**src/rtl/carrier_nco_if.sv**
```systemverilog
// rtl/carrier_nco_if.sv - loop-side bundle between the carrier loop filter/mixers and the NCO
interface carrier_nco_if #(
  parameter int ACC_W  = 24,
  parameter int DATA_W = 16
);
  logic                     en;
  logic                     clr;
  logic [ACC_W-1:0]         freq_err;
  logic [ACC_W-1:0]         phase_o;
  logic signed [DATA_W-1:0] sin_o;
  logic signed [DATA_W-1:0] cos_o;
  logic                     valid_o;

  modport master (
    output en, clr, freq_err,
    input  phase_o, sin_o, cos_o, valid_o
  );

  modport slave (
    input  en, clr, freq_err,
    output phase_o, sin_o, cos_o, valid_o
  );
endinterface

```
**src/rtl/carrier_nco.sv**
```systemverilog
// rtl/carrier_nco.sv - carrier-sync NCO: phase accumulator, quarter-wave sin/cos ROM, 4-stage pipe
// Optional phase dither before truncation is built when NCO_DITHER_EN is defined.
module carrier_nco #(
  parameter int              ACC_W      = 24,
  parameter int              LUT_AW     = 8,
  parameter int              DATA_W     = 16,
  parameter logic [ACC_W-1:0] CENTER_FCW = ACC_W'(24'h400000)
) (
  input logic          clk,
  input logic          rst_n,
  carrier_nco_if.slave bus
);
  localparam int     ROM_N  = 2 ** LUT_AW;
  localparam longint FX_ONE = 64'sd1073741824;
  localparam longint FX_PI  = 64'sd3373259426;
  localparam longint AMP    = (64'sd1 <<< (DATA_W - 1)) - 64'sd1;

  // Entry k = round(AMP * sin((k+0.5)*pi/2^(LUT_AW+1))), evaluated at elaboration in Q30 via Horner Taylor series.
  function automatic logic [ROM_N*DATA_W-1:0] build_rom();
    logic [ROM_N*DATA_W-1:0] img;
    longint x, x2, t, s, v;
    img = '0;
    for (int k = 0; k < ROM_N; k++) begin
      x  = (longint'(2 * k + 1) * FX_PI) >>> (LUT_AW + 2);
      x2 = (x * x) >>> 30;
      t  = FX_ONE;
      for (int n = 8; n >= 1; n--) begin
        t = FX_ONE - ((x2 * t) >>> 30) / longint'((2 * n) * (2 * n + 1));
      end
      s = (x * t) >>> 30;
      v = (s * AMP + (FX_ONE >>> 1)) >>> 30;
      img[k*DATA_W +: DATA_W] = DATA_W'(v);
    end
    return img;
  endfunction

  localparam logic [ROM_N*DATA_W-1:0] ROM_IMG = build_rom();

  logic [ACC_W-1:0]         acc;
  logic [ACC_W-1:0]         step;
  logic [ACC_W-1:0]         s1_ph;
  logic                     s1_v;
  logic [LUT_AW+1:0]        s1_idx;
  logic [1:0]               s2_q;
  logic [LUT_AW-1:0]        s2_a;
  logic [LUT_AW-1:0]        s2_abar;
  logic [ACC_W-1:0]         s2_ph;
  logic                     s2_v;
  logic [1:0]               s3_q;
  logic signed [DATA_W-1:0] r_a;
  logic signed [DATA_W-1:0] r_abar;
  logic [ACC_W-1:0]         s3_ph;
  logic                     s3_v;
  logic signed [DATA_W-1:0] sin_n;
  logic signed [DATA_W-1:0] cos_n;

  assign step = CENTER_FCW + bus.freq_err;

  // S0: the sample carries the pre-increment phase, so the first one after reset/clr is phase 0.
  always_ff @(posedge clk or negedge rst_n) begin
    if (!rst_n) begin
      acc   <= '0;
      s1_ph <= '0;
      s1_v  <= 1'b0;
    end else if (bus.clr) begin
      acc  <= '0;
      s1_v <= 1'b0;
    end else begin
      s1_v <= bus.en;
      if (bus.en) begin
        s1_ph <= acc;
        acc   <= acc + step;
      end
    end
  end

`ifdef NCO_DITHER_EN
  localparam int               TRUNC_W   = ACC_W - LUT_AW - 2;
  localparam logic [ACC_W-1:0] DITH_MASK = (ACC_W'(1) << TRUNC_W) - ACC_W'(1);

  logic [15:0]      lfsr;
  logic [ACC_W-1:0] s1_dith;
  logic [ACC_W-1:0] ph_dith;

  always_ff @(posedge clk or negedge rst_n) begin
    if (!rst_n) begin
      lfsr    <= 16'hACE1;
      s1_dith <= '0;
    end else if (bus.clr) begin
      lfsr <= 16'hACE1;
    end else if (bus.en) begin
      s1_dith <= ACC_W'(lfsr) & DITH_MASK;
      lfsr    <= {lfsr[14:0], lfsr[15] ^ lfsr[13] ^ lfsr[12] ^ lfsr[10]};
    end
  end

  assign ph_dith = s1_ph + s1_dith;
  assign s1_idx  = ph_dith[ACC_W-1 -: LUT_AW+2];
`else
  assign s1_idx = s1_ph[ACC_W-1 -: LUT_AW+2];
`endif

  // Data stages free-run; only the valid chain decides what reaches the outputs.
  always_ff @(posedge clk or negedge rst_n) begin
    if (!rst_n) begin
      s2_q    <= '0;
      s2_a    <= '0;
      s2_abar <= '0;
      s2_ph   <= '0;
      s3_q    <= '0;
      s3_ph   <= '0;
      r_a     <= '0;
      r_abar  <= '0;
    end else begin
      s2_q    <= s1_idx[LUT_AW+1 -: 2];
      s2_a    <= s1_idx[LUT_AW-1:0];
      s2_abar <= ~s1_idx[LUT_AW-1:0];
      s2_ph   <= s1_ph;
      s3_q    <= s2_q;
      s3_ph   <= s2_ph;
      r_a     <= ROM_IMG[int'(s2_a)*DATA_W +: DATA_W];
      r_abar  <= ROM_IMG[int'(s2_abar)*DATA_W +: DATA_W];
    end
  end

  always_comb begin
    sin_n = r_a;
    cos_n = r_abar;
    case (s3_q)
      2'd0: begin sin_n = r_a;     cos_n = r_abar;  end
      2'd1: begin sin_n = r_abar;  cos_n = -r_a;    end
      2'd2: begin sin_n = -r_a;    cos_n = -r_abar; end
      2'd3: begin sin_n = -r_abar; cos_n = r_a;     end
    endcase
  end

  always_ff @(posedge clk or negedge rst_n) begin
    if (!rst_n) begin
      s2_v        <= 1'b0;
      s3_v        <= 1'b0;
      bus.valid_o <= 1'b0;
    end else if (bus.clr) begin
      s2_v        <= 1'b0;
      s3_v        <= 1'b0;
      bus.valid_o <= 1'b0;
    end else begin
      s2_v        <= s1_v;
      s3_v        <= s2_v;
      bus.valid_o <= s3_v;
    end
  end

  always_ff @(posedge clk or negedge rst_n) begin
    if (!rst_n) begin
      bus.phase_o <= '0;
      bus.sin_o   <= '0;
      bus.cos_o   <= '0;
    end else if (s3_v && !bus.clr) begin
      bus.phase_o <= s3_ph;
      bus.sin_o   <= sin_n;
      bus.cos_o   <= cos_n;
    end
  end
endmodule

```
**src/flat_wrapper.sv**
```systemverilog
// flat-port wrapper written by rule: the top's interface ports become plain ports
module carrier_nco_flat 
#(
  parameter int              ACC_W      = 24,
  parameter int              LUT_AW     = 8,
  parameter int              DATA_W     = 16,
  parameter logic [ACC_W-1:0] CENTER_FCW = ACC_W'(24'h400000)
)
  (clk, rst_n, bus_en, bus_clr, bus_freq_err, bus_phase_o, bus_sin_o, bus_cos_o, bus_valid_o);
  carrier_nco_if #(.ACC_W(ACC_W), .DATA_W(DATA_W)) bus_i ();
  input logic clk;
  input logic rst_n;
  input wire logic [$bits(bus_i.en)-1:0] bus_en;
  input wire logic [$bits(bus_i.clr)-1:0] bus_clr;
  input wire logic [$bits(bus_i.freq_err)-1:0] bus_freq_err;
  output wire logic [$bits(bus_i.phase_o)-1:0] bus_phase_o;
  output wire logic [$bits(bus_i.sin_o)-1:0] bus_sin_o;
  output wire logic [$bits(bus_i.cos_o)-1:0] bus_cos_o;
  output wire logic [$bits(bus_i.valid_o)-1:0] bus_valid_o;
  assign bus_i.en = bus_en;
  assign bus_i.clr = bus_clr;
  assign bus_i.freq_err = bus_freq_err;
  assign bus_phase_o = bus_i.phase_o;
  assign bus_sin_o = bus_i.sin_o;
  assign bus_cos_o = bus_i.cos_o;
  assign bus_valid_o = bus_i.valid_o;
  carrier_nco #(.ACC_W(ACC_W), .LUT_AW(LUT_AW), .DATA_W(DATA_W), .CENTER_FCW(CENTER_FCW)) u_core (.clk(clk), .rst_n(rst_n), .bus(bus_i));
endmodule
```
**config.mk**
```make
export PLATFORM = sky130hd
export DESIGN_NAME = carrier_nco_flat
export DESIGN_NICKNAME = d
export VERILOG_FILES = /design/src/rtl/carrier_nco_if.sv /design/src/rtl/carrier_nco.sv /design/src/flat_wrapper.sv
export SDC_FILE = /design/constraint.sdc
export NUM_CORES = 1
export LEC_CHECK = 0
export ABC_AREA = 1
export ABC_CLOCK_PERIOD_IN_PS = 4850
export CORE_UTILIZATION = 45
export DETAILED_ROUTE_END_ITERATION = 7
export PLACE_DENSITY = 0.72
export SYNTH_ARGS = -nofsm -noshare
export SYNTH_HDL_FRONTEND = slang
export SYNTH_SLANG_ARGS = --single-unit
```
**constraint.sdc**
```tcl
create_clock -name clk -period 4.85 [get_ports clk]
set_input_delay 1.455 -clock clk [delete_from_list [all_inputs] [get_ports clk]]
set_output_delay 1.455 -clock clk [all_outputs]
set_load 0.005 [all_outputs]
```
**Word level (Yosys, flattened, before mapping)**

Cells that the tools add are included.
W data, S select, Z words.

- Register bits after elaboration: 208
- Input port bits: 28
- Word-level logic and storage cells: 41

- Add/subtract/negate cells: 4
- Equality and inequality tests: 3
- Shift operators: 2
- Multiplexer cells: 8
- Bitwise gates (word level): 2
- Reduce and logical (&&, ||, !) cells: 5

Operator list:

| cell | count |
|---|---|
| $shiftx A4096 B13 Y16 const A | 2 |
| $pmux W16 S4 | 2 |
| $mux W24 | 2 |
| $neg A16 Y16 | 2 |
| $add A23 B24 Y24 const A | 1 |
| $add A24 B24 Y24 | 1 |
| $not A8 Y8 | 1 |
| $eq A2 B2 Y1 const B | 2 |
| $mux W1 | 4 |
| $eq A2 B1 Y1 const B | 1 |
| $logic_not A2 Y1 | 1 |
| $reduce_and A2 Y1 | 1 |
| $reduce_bool A2 Y1 | 1 |
| $logic_and A1 B1 Y1 | 1 |
| $logic_not A1 Y1 | 1 |
| $not A1 Y1 | 1 |

**Logic depth before layout (Yosys ltp)**

Gate-level depths: netlist (run 1).

- Word-level depth: 4
- Gate-level depth with buffers: 15

**Worst setup path before layout (run 1)**

OpenSTA, ideal clock, no wires.

- Path kind: in2reg
- From: input bus_freq_err[1]
- To: register u_core.acc[13]
- Library setup time: 0.118 ns
- Arrival: 3.001 ns
- Path slack: 1.731 ns
- Stages: 11
- Path buffers: 0
- Cells stage by stage: ha_1 -> ha_1 -> fa_1 -> nand2_1 -> nand2_1 -> nand2_1 -> o21ai_0 -> nand2_1 -> nand3b_1 -> nand3_1 -> nand2_1

- Longest elaborated chain between the ends: 4

Ends and longest elaborated chain:

| what | RTL line | text |
|---|---|---|
| start: declaration | flat_wrapper.sv:15 | `input wire logic [$bits(bus_i.freq_err)-1:0] bus_freq_err;` |
| $add A23 B24 Y24 | carrier_nco.sv:57 | `assign step = CENTER_FCW + bus.freq_err;` |
| $add A24 B24 Y24 | carrier_nco.sv:72 | `acc <= acc + step;` |
| $mux W24 | carrier_nco.sv:70 | `if (bus.en) begin` |
| $mux W24 | carrier_nco.sv:65 | `end else if (bus.clr) begin` |
| end signal: assignment | carrier_nco.sv:72 |  |
| end: declaration | carrier_nco.sv:39 | `logic [ACC_W-1:0] acc;` |

No other way between the ends. The select of a mux whose other input is x is not followed.
A chain may end at the register's enable or synchronous reset.

**Worst setup path in the final report (run 1)**

- From: input bus_freq_err[1]
- To: register u_core.acc[9]

The elaborated chain is that of the path after synthesis.

==> impl_results.md, run 1 <==
* Setup violators final at 0
* Drt pass-1 iters at 6
* WP data arrival at 3.80 ns
* Initial Util at 45.7%
* Area share of the largest cell type after synthesis at 29.0%
* Post-synth top area cell: dfrtp_1
* Max Slew Vio Count at 0
* Cell internal pwr at 4.20 mW
* Most instantiated cells after synthesis: 1061 x nand2_1, 369 x nand3_1, 258 x inv_1
* HP Class: flop to flop
* Setup_tns at 0 ns
* Vias per cell at 6.08
* Final #Nets at 2910
* Routed wire length at 75.0 mm
* Setup Buffers After CTS at 0
* Final period util at 70.9%
* Placed instance area at 17900 µm²
* PostCTS Resize Cnt at 0
* GR Util All Layers at 39.3%
* Gate power share at 56.2%
* Num ports at 85
* Clk_lat worst skew at 0.44 ns
* Status: finished, final reports clean
* Design area at 18500 µm²
* Seq. cell area at 4860 µm²
* Number of remaining DRC errors at 0
* Port buffer count at 84
* Largest net degree at the start of global routing at 92
* Min Clock Period, post-route at 3.44 ns
* Hold Crit Endpoint: u_core.s3_ph[7]
* Fillers at 3914
* Total grt overflow at 0
* Clock-pin slew on the worst setup and hold paths at 0.08 ns
* Clock skew at 0.0117 ns
* CTS Buf Count at 17
* CP Capture Type: flop
* Worst hold start: u_core.s2_ph[7]
* H-Tree Depth at 4
* Routability cong. at 1.06
* R2r worst-path depth at 10
* Peak VDD IR at 325 µV
* FF-to-FF End: u_core.r_a[2]
* Clk root buf: clkbuf_16
* Total Power at 8.72 mW
* Synth area leaders: dfrtp_1 29%, nand2_1 24%, nand3_1 11%, o21ai_0 6.2%, ha_1 6.0%
* Sequential element share of the synthesized area at 29.0%
* Worst slew pin tran at 1.24 ns
* YS warnings at 0
* Max Cap Viol at 0
* Iteration-0 DRC Markers at 2661
* WHS at 0.352 ns
* DP Wirelength at 54.0 mm
* Clk sinks at 194
* RSZ-0062 raised after global routing: no
* Crit Path Category: input pin to flop
* Die Ht at 195 µm
* Post-Syn Area at 16700 µm²
* Core Area at 36600 µm²
* Post-synthesis register bit count at 194
* Psw at 4.53 mW
* WHS Path Cells at 0
* Ant diodes at 0
* Num rows at 70
* Synth Instances at 2787
* Worst rel slew slack at 17.4%
* Count leader, synth: nand2_1
* Ys async rst share at 100%
* Area growth, synth to finish at 10.4%
* Die area at 38000 µm²
* Antenna violations before repair at 1
* EDFF count, synth at 0
* Vias at 20.0k
* Pwr dens at 472 nW/µm²
* Top FF cell, synth: dfrtp_1
* Syn Area/Cell at 6.01 µm²
* Seq pwr share at 27.5%
* CTS tree: yes
* Net Sw Frac at 51.9%
* Vias in the first global route at 18.8k
* Cts hold-fix bufs at 0
* Die width at 195 µm
* Reg2Reg Launch Point: u_core.s2_a[0]
* Layout cell share with drive strength beyond 1 at 3.80%
* Netlist cell types at 39
* ANT nets after route at 0
* First-pass GRT wire length at 114 mm
* Clock power frac at 16.3%
* Syn Nets at 2896
* Hold Vio Cnt, Final at 0
* CTS Buffer Depth at 2
* CP max FO at 4
* WL/cell at 22.8 µm
* R2r setup slk at 1.89 ns
* Max frequency at 291 MHz
* CP required at 5.20 ns
* P_leak at 9.72 nW
* Area of the multi-input gates at 10300 µm²
* Setup crit start kind: input pin
power groups by stage:
stage	clock network (mW)	registers [mW]	logic (mW)
6_report	1.42	2.40	4.90
5_1_grt	1.51	2.43	5.30
4_1_cts	1.44	2.38	4.70
3_5_place_dp	0	2.41	4.68
3_3_place_gp	0	2.40	4.71
2_1_floorplan	0	2.26	2.96
worst max-delay path, stage by stage:
cell and delay [ns]:
clkdlybuf4s50_1 0.41, ha_1 0.30, ha_1 0.27, fa_1 0.44, nand2_1 0.12, nand2_1 0.07, nand2_1 0.10, o21ai_0 0.19
a21oi_1 0.21, o21ai_0 0.13, o21ai_0 0.10
cell families (layout without fill, tap and decap cells):
family | after synthesis | after routing | synth area share [%]
adders and majority gates | 81 | 81 | 6.10
xor gates and xnor gates | 10 | 10 | 0.523
buffers and inverters | 396 | 423 | 9.75
DFF | 194 | 194 | 29.0
AOI/OAI and AO/OA | 390 | 390 | 12.2
and+or+nand+nor | 1716 | 1716 | 42.4
sequential cells by signal (all words and copies together), names as in the netlist:
register	flops
u_core.bus.phase_o	24
u_core.r_abar	15
u_core.s1_v	1
u_core.bus.valid_o	1
u_core.s2_abar	8
u_core.s2_q	1
u_core.bus.sin_o	16
u_core.s3_ph	23
u_core.s3_q	1
u_core.s2_ph	16
u_core.s2_a	7
u_core.s3_v	1
u_core.acc	24
u_core.r_a	15
u_core.s1_ph	24
u_core.bus.cos_o	16
u_core.s2_v	1
layout by cell type, fill, tap and decap left out, drive strengths merged, types with 19 or more instances in the layout:
cell type,instances
nand2,1067
nand3,369
inv,271
nor2,219
o21ai,208
dfrtp,194
a21oi,144
clkdlybuf4s50,83
ha,80
buf,43
nand4,27
clkbuf,19
routing by layer:
layer	vias to the layer above	routed length (µm)	share of wire, %	global-route usage (%)
met5	-	13	0.017	0
met4	2	4590	6.1	21.8
met3	319	8500	11	8.43
met2	1423	32700	44	59.8
met1	9196	29200	39	51.8
li1	9029	-	-	-
layout make-up:
class / count / share of cell area, %
inverter: 264 / 5.38
clock inverter: 14 / 0.867
multi-input combinational: 2197 / 55.5
timing repair buffer: 127 / 6.38
sequential: 194 / 26.3
tap: 468 / 3.17
clock buffer: 18 / 2.38
stage by stage:
step,setup slack (ns),cells,utilization (%)
2_1_floorplan,1.73,2787,-
3_3_place_gp,1.08,3250,48.8
3_5_place_dp,1.07,3250,48.8
4_1_cts,1.46,3282,50.5
5_1_grt,1.25,3282,50.5
6_report,1.41,3282,50.5
worst max-delay path by stage:
stage,start,to,slack [ns],depth (start not counted)
after floorplan,bus_freq_err[1],u_core.acc[13],1.73,11
after global placement,bus_freq_err[1],u_core.acc[17],1.08,12
after detailed placement,bus_freq_err[1],u_core.acc[13],1.07,12
after CTS,bus_freq_err[1],u_core.acc[9],1.46,11
after global routing,bus_freq_err[1],u_core.acc[13],1.25,13
final,bus_freq_err[1],u_core.acc[9],1.41,11
(Power assumes the default switching activity.)
==> inputs of run 2 (changes only) <==
--- a/config.mk
+++ b/config.mk
@@ -6,7 +6,7 @@
 export NUM_CORES = 1
 export LEC_CHECK = 0
 export ABC_AREA = 1
-export ABC_CLOCK_PERIOD_IN_PS = 4850
+export ABC_CLOCK_PERIOD_IN_PS = 3600
 export CORE_UTILIZATION = 45
 export DETAILED_ROUTE_END_ITERATION = 7
 export PLACE_DENSITY = 0.72
==> constraint.sdc (replaced) <==
create_clock -name clk -period 3.6 [get_ports clk]
set_input_delay 1.08 -clock clk [delete_from_list [all_inputs] [get_ports clk]]
set_output_delay 1.08 -clock clk [all_outputs]
set_load 0.005 [all_outputs]
==> run 2 against run 1 <==
Non-clock buffer count up 27. Worst setup slack worse by 0.80 ns. Register-to-register slack worse by 1.1 ns. Die area unchanged. Clock power up 36%. Critical path type unchanged. Critical endpoint is now u_core.acc[13]. Largest power group unchanged. Highest routed layer unchanged.
==> impl_results.md, run 2 (synthesized netlist as in run 1, its figures left out) <==
* Die width at 195 µm (unchanged)
* Number of remaining DRC errors at 0 (unchanged)
* Iteration-0 DRC Markers at 2664 (+0.11%)
* PostCTS Resize Cnt at 0 (unchanged)
* Fillers at 3845 (-1.8%)
* DP Wirelength at 53.3 mm (-1.3%)
* Finished Layout Cells at 3309 (+0.82%)
* CP Capture Type: flop
* Cell depth of the worst setup path at 12 (+1)
* Antenna violations before repair at 1 (unchanged)
* Core Area at 36600 µm² (unchanged)
* Layout Utilization at 51.1% (+0.66 points)
* Pwr dens at 632 nW/µm² (+34%)
* Total Power at 11.8 mW (+36%)
* Layout cell share with drive strength beyond 1 at 4.72% (+0.91 points)
* Vias per cell at 6.04 (-0.70%)
* Drt pass-1 iters at 7 (+1)
* Placed Cells incl. Taps at 3277 (+0.83%)
* Final period util at 83.1%
* Setup_tns at 0 ns (unchanged)
* Regs by FF count: u_core.acc: 24 flops, u_core.bus.phase_o: 24 flops, u_core.s1_ph: 24 flops
* Clk sinks at 194 (unchanged)
* Crit Path Category: input pin to flop
* Min Clock Period, post-route at 2.99 ns
* Routability cong. at 1.08 (+1.6%)
* Worst slew pin tran at 1.40 ns (+0.162 ns)
* Num rows at 70 (unchanged)
* Ant diodes at 0 (unchanged)
* WHS Path Cells at 0 (unchanged)
* Clk_lat worst skew at 0.45 ns (about the same)
* Max Slew Vio Count at 0 (unchanged)
* GR Util All Layers at 38.4% (-0.90 points)
* Clock-pin slew on the worst setup and hold paths at 0.08 ns (about the same)
* CTS Buf Count at 17 (unchanged)
* Die area at 38000 µm² (unchanged)
* Clk root buf: clkbuf_16
* Setup Buffers After CTS at 0 (unchanged)
* CP max FO at 4 (unchanged)
* Largest net degree at the start of global routing at 93 (+1.1%)
* Worst rel slew slack at 6.51% (-11 points)
* Setup violators final at 0 (unchanged)
* Clock skew at 0.0163 ns (+0.00453 ns)
* Most frequent cells in the layout: 1060 x nand2_1, 369 x nand3_1, 258 x inv_1
* R2r worst-path depth at 11 (+1)
* H-Tree Depth at 4 (unchanged)
* WL/cell at 22.0 µm (-3.5%)
* Final #Nets at 2937 (+0.93%)
* Vias at 20.0k (+0.12%)
* CP Cell Sequence: clkdlybuf4s50_1 > ha_1 > ha_1 > fa_1 > nand2_1 > nand2_1 > nand2_1 > o21ai_0 > nand2_1 > nand3b_1 > nand3_1 > nand2_1
* P_leak at 9.86 nW (+1.4%)
* Area growth, synth to finish at 11.8%
* Max Cap Viol at 0 (unchanged)
* CP required at 3.94 ns (-1.26 ns)
* WHS at 0.343 ns (-0.00960 ns)
* Crit-path most repeated cell: nand2_1
* ANT nets after route at 0 (unchanged)
* Critical path buffers and inverters at 1 (unchanged)
* Total grt overflow at 0 (unchanged)
* Num ports at 85 (unchanged)
* Initial Util at 45.7% (unchanged)
* Max frequency at 334 MHz
* CTS tree: yes
* Routed wire length at 72.9 mm (-2.7%)
* HP Class: flop to flop
* First-pass GRT wire length at 112 mm (-1.4%)
* Slowest stage delay, CP at 0.43 ns (about the same)
* Setup crit start kind: input pin
* Vias in the first global route at 18.8k (+0.49%)
* Hold Vio Cnt, Final at 0 (unchanged)
* Status: finished, final reports clean
* WP data arrival at 3.34 ns (-0.46 ns)
* RSZ-0062 raised after global routing: no
* CTS Buffer Depth at 2 (unchanged)
* CP max stage cell: fa_1
* Peak VDD IR at 310 µV (-4.6%)
* Cell family with most CP delay: adder cells
* Cts hold-fix bufs at 0 (unchanged)
* Port buffer count at 84 (unchanged)
* Most common cell after layout, fill and taps aside: nand2_1
* Die Ht at 195 µm (unchanged)
run 2: cell count changes in the layout (fill, tap and decap cells not counted), sizes merged:
cell and change:
clkinv -2, buf +27, clkinvlp +1, bufinv +1, inv -1, clkbuf +1
run 2: report_power, final:
part           switching (mW)  internal (mW)  total [mW]
combinational            4.59           2.10        6.69
clock                   0.918           1.02        1.93
sequential              0.489           2.71        3.20
run 2: stage by stage:
stage                     setup WS [ns]  cell area (µm²)
after floorplan                   0.856            16700
after global placement            0.170            18100
after detailed placement          0.128            18100
after CTS                         0.607            18700
after global routing              0.378            18700
final                             0.608            18700
run 2: worst reg2reg max path, stage by stage (launching register included):
cell	delay, ns
dfrtp_1	0.50
buf_4	0.36
ha_1	0.42
nand2_1	0.41
nand2_1	0.15
inv_1	0.12
nand2_1	0.12
nand2_1	0.07
o21ai_0	0.17
a21oi_1	0.10
o21ai_0	0.08
nand2_1	0.17
run 2: layout make-up:
| type | instances | area, µm² | area share, % |
|---|---|---|---|
| multi-input combinational | 2197 | 10300 | 54.8 |
| clock buffer | 19 | 453 | 2.42 |
| inverter | 264 | 993 | 5.31 |
| sequential | 194 | 4860 | 26.0 |
| clock inverter | 13 | 139 | 0.742 |
| tap | 468 | 586 | 3.13 |
| timing repair buffer | 154 | 1430 | 7.65 |
run 2: final timing paths:
path,slack [ns],end,from
worst max register to register,0.75,u_core.r_a[8],u_core.s2_a[1]
max in group asynchronous,2.07,u_core.r_abar[11],rst_n
worst min register to register,0.34,u_core.s3_ph[9],u_core.s2_ph[9]
worst min-delay path,0.34,u_core.s3_ph[9],u_core.s2_ph[9]
worst max-delay path,0.61,u_core.acc[13],bus_freq_err[1]
min in group asynchronous,0.67,u_core.bus.sin_o[13],rst_n
run 2: per-layer routing:
layer	global-route usage [%]	vias up	wire length [µm]
met2	59.7	1452	32100
met3	7.90	292	8270
met1	51.0	9175	28500
li1	-	9072	-
met4	18.2	2	4030
met5	0	-	12
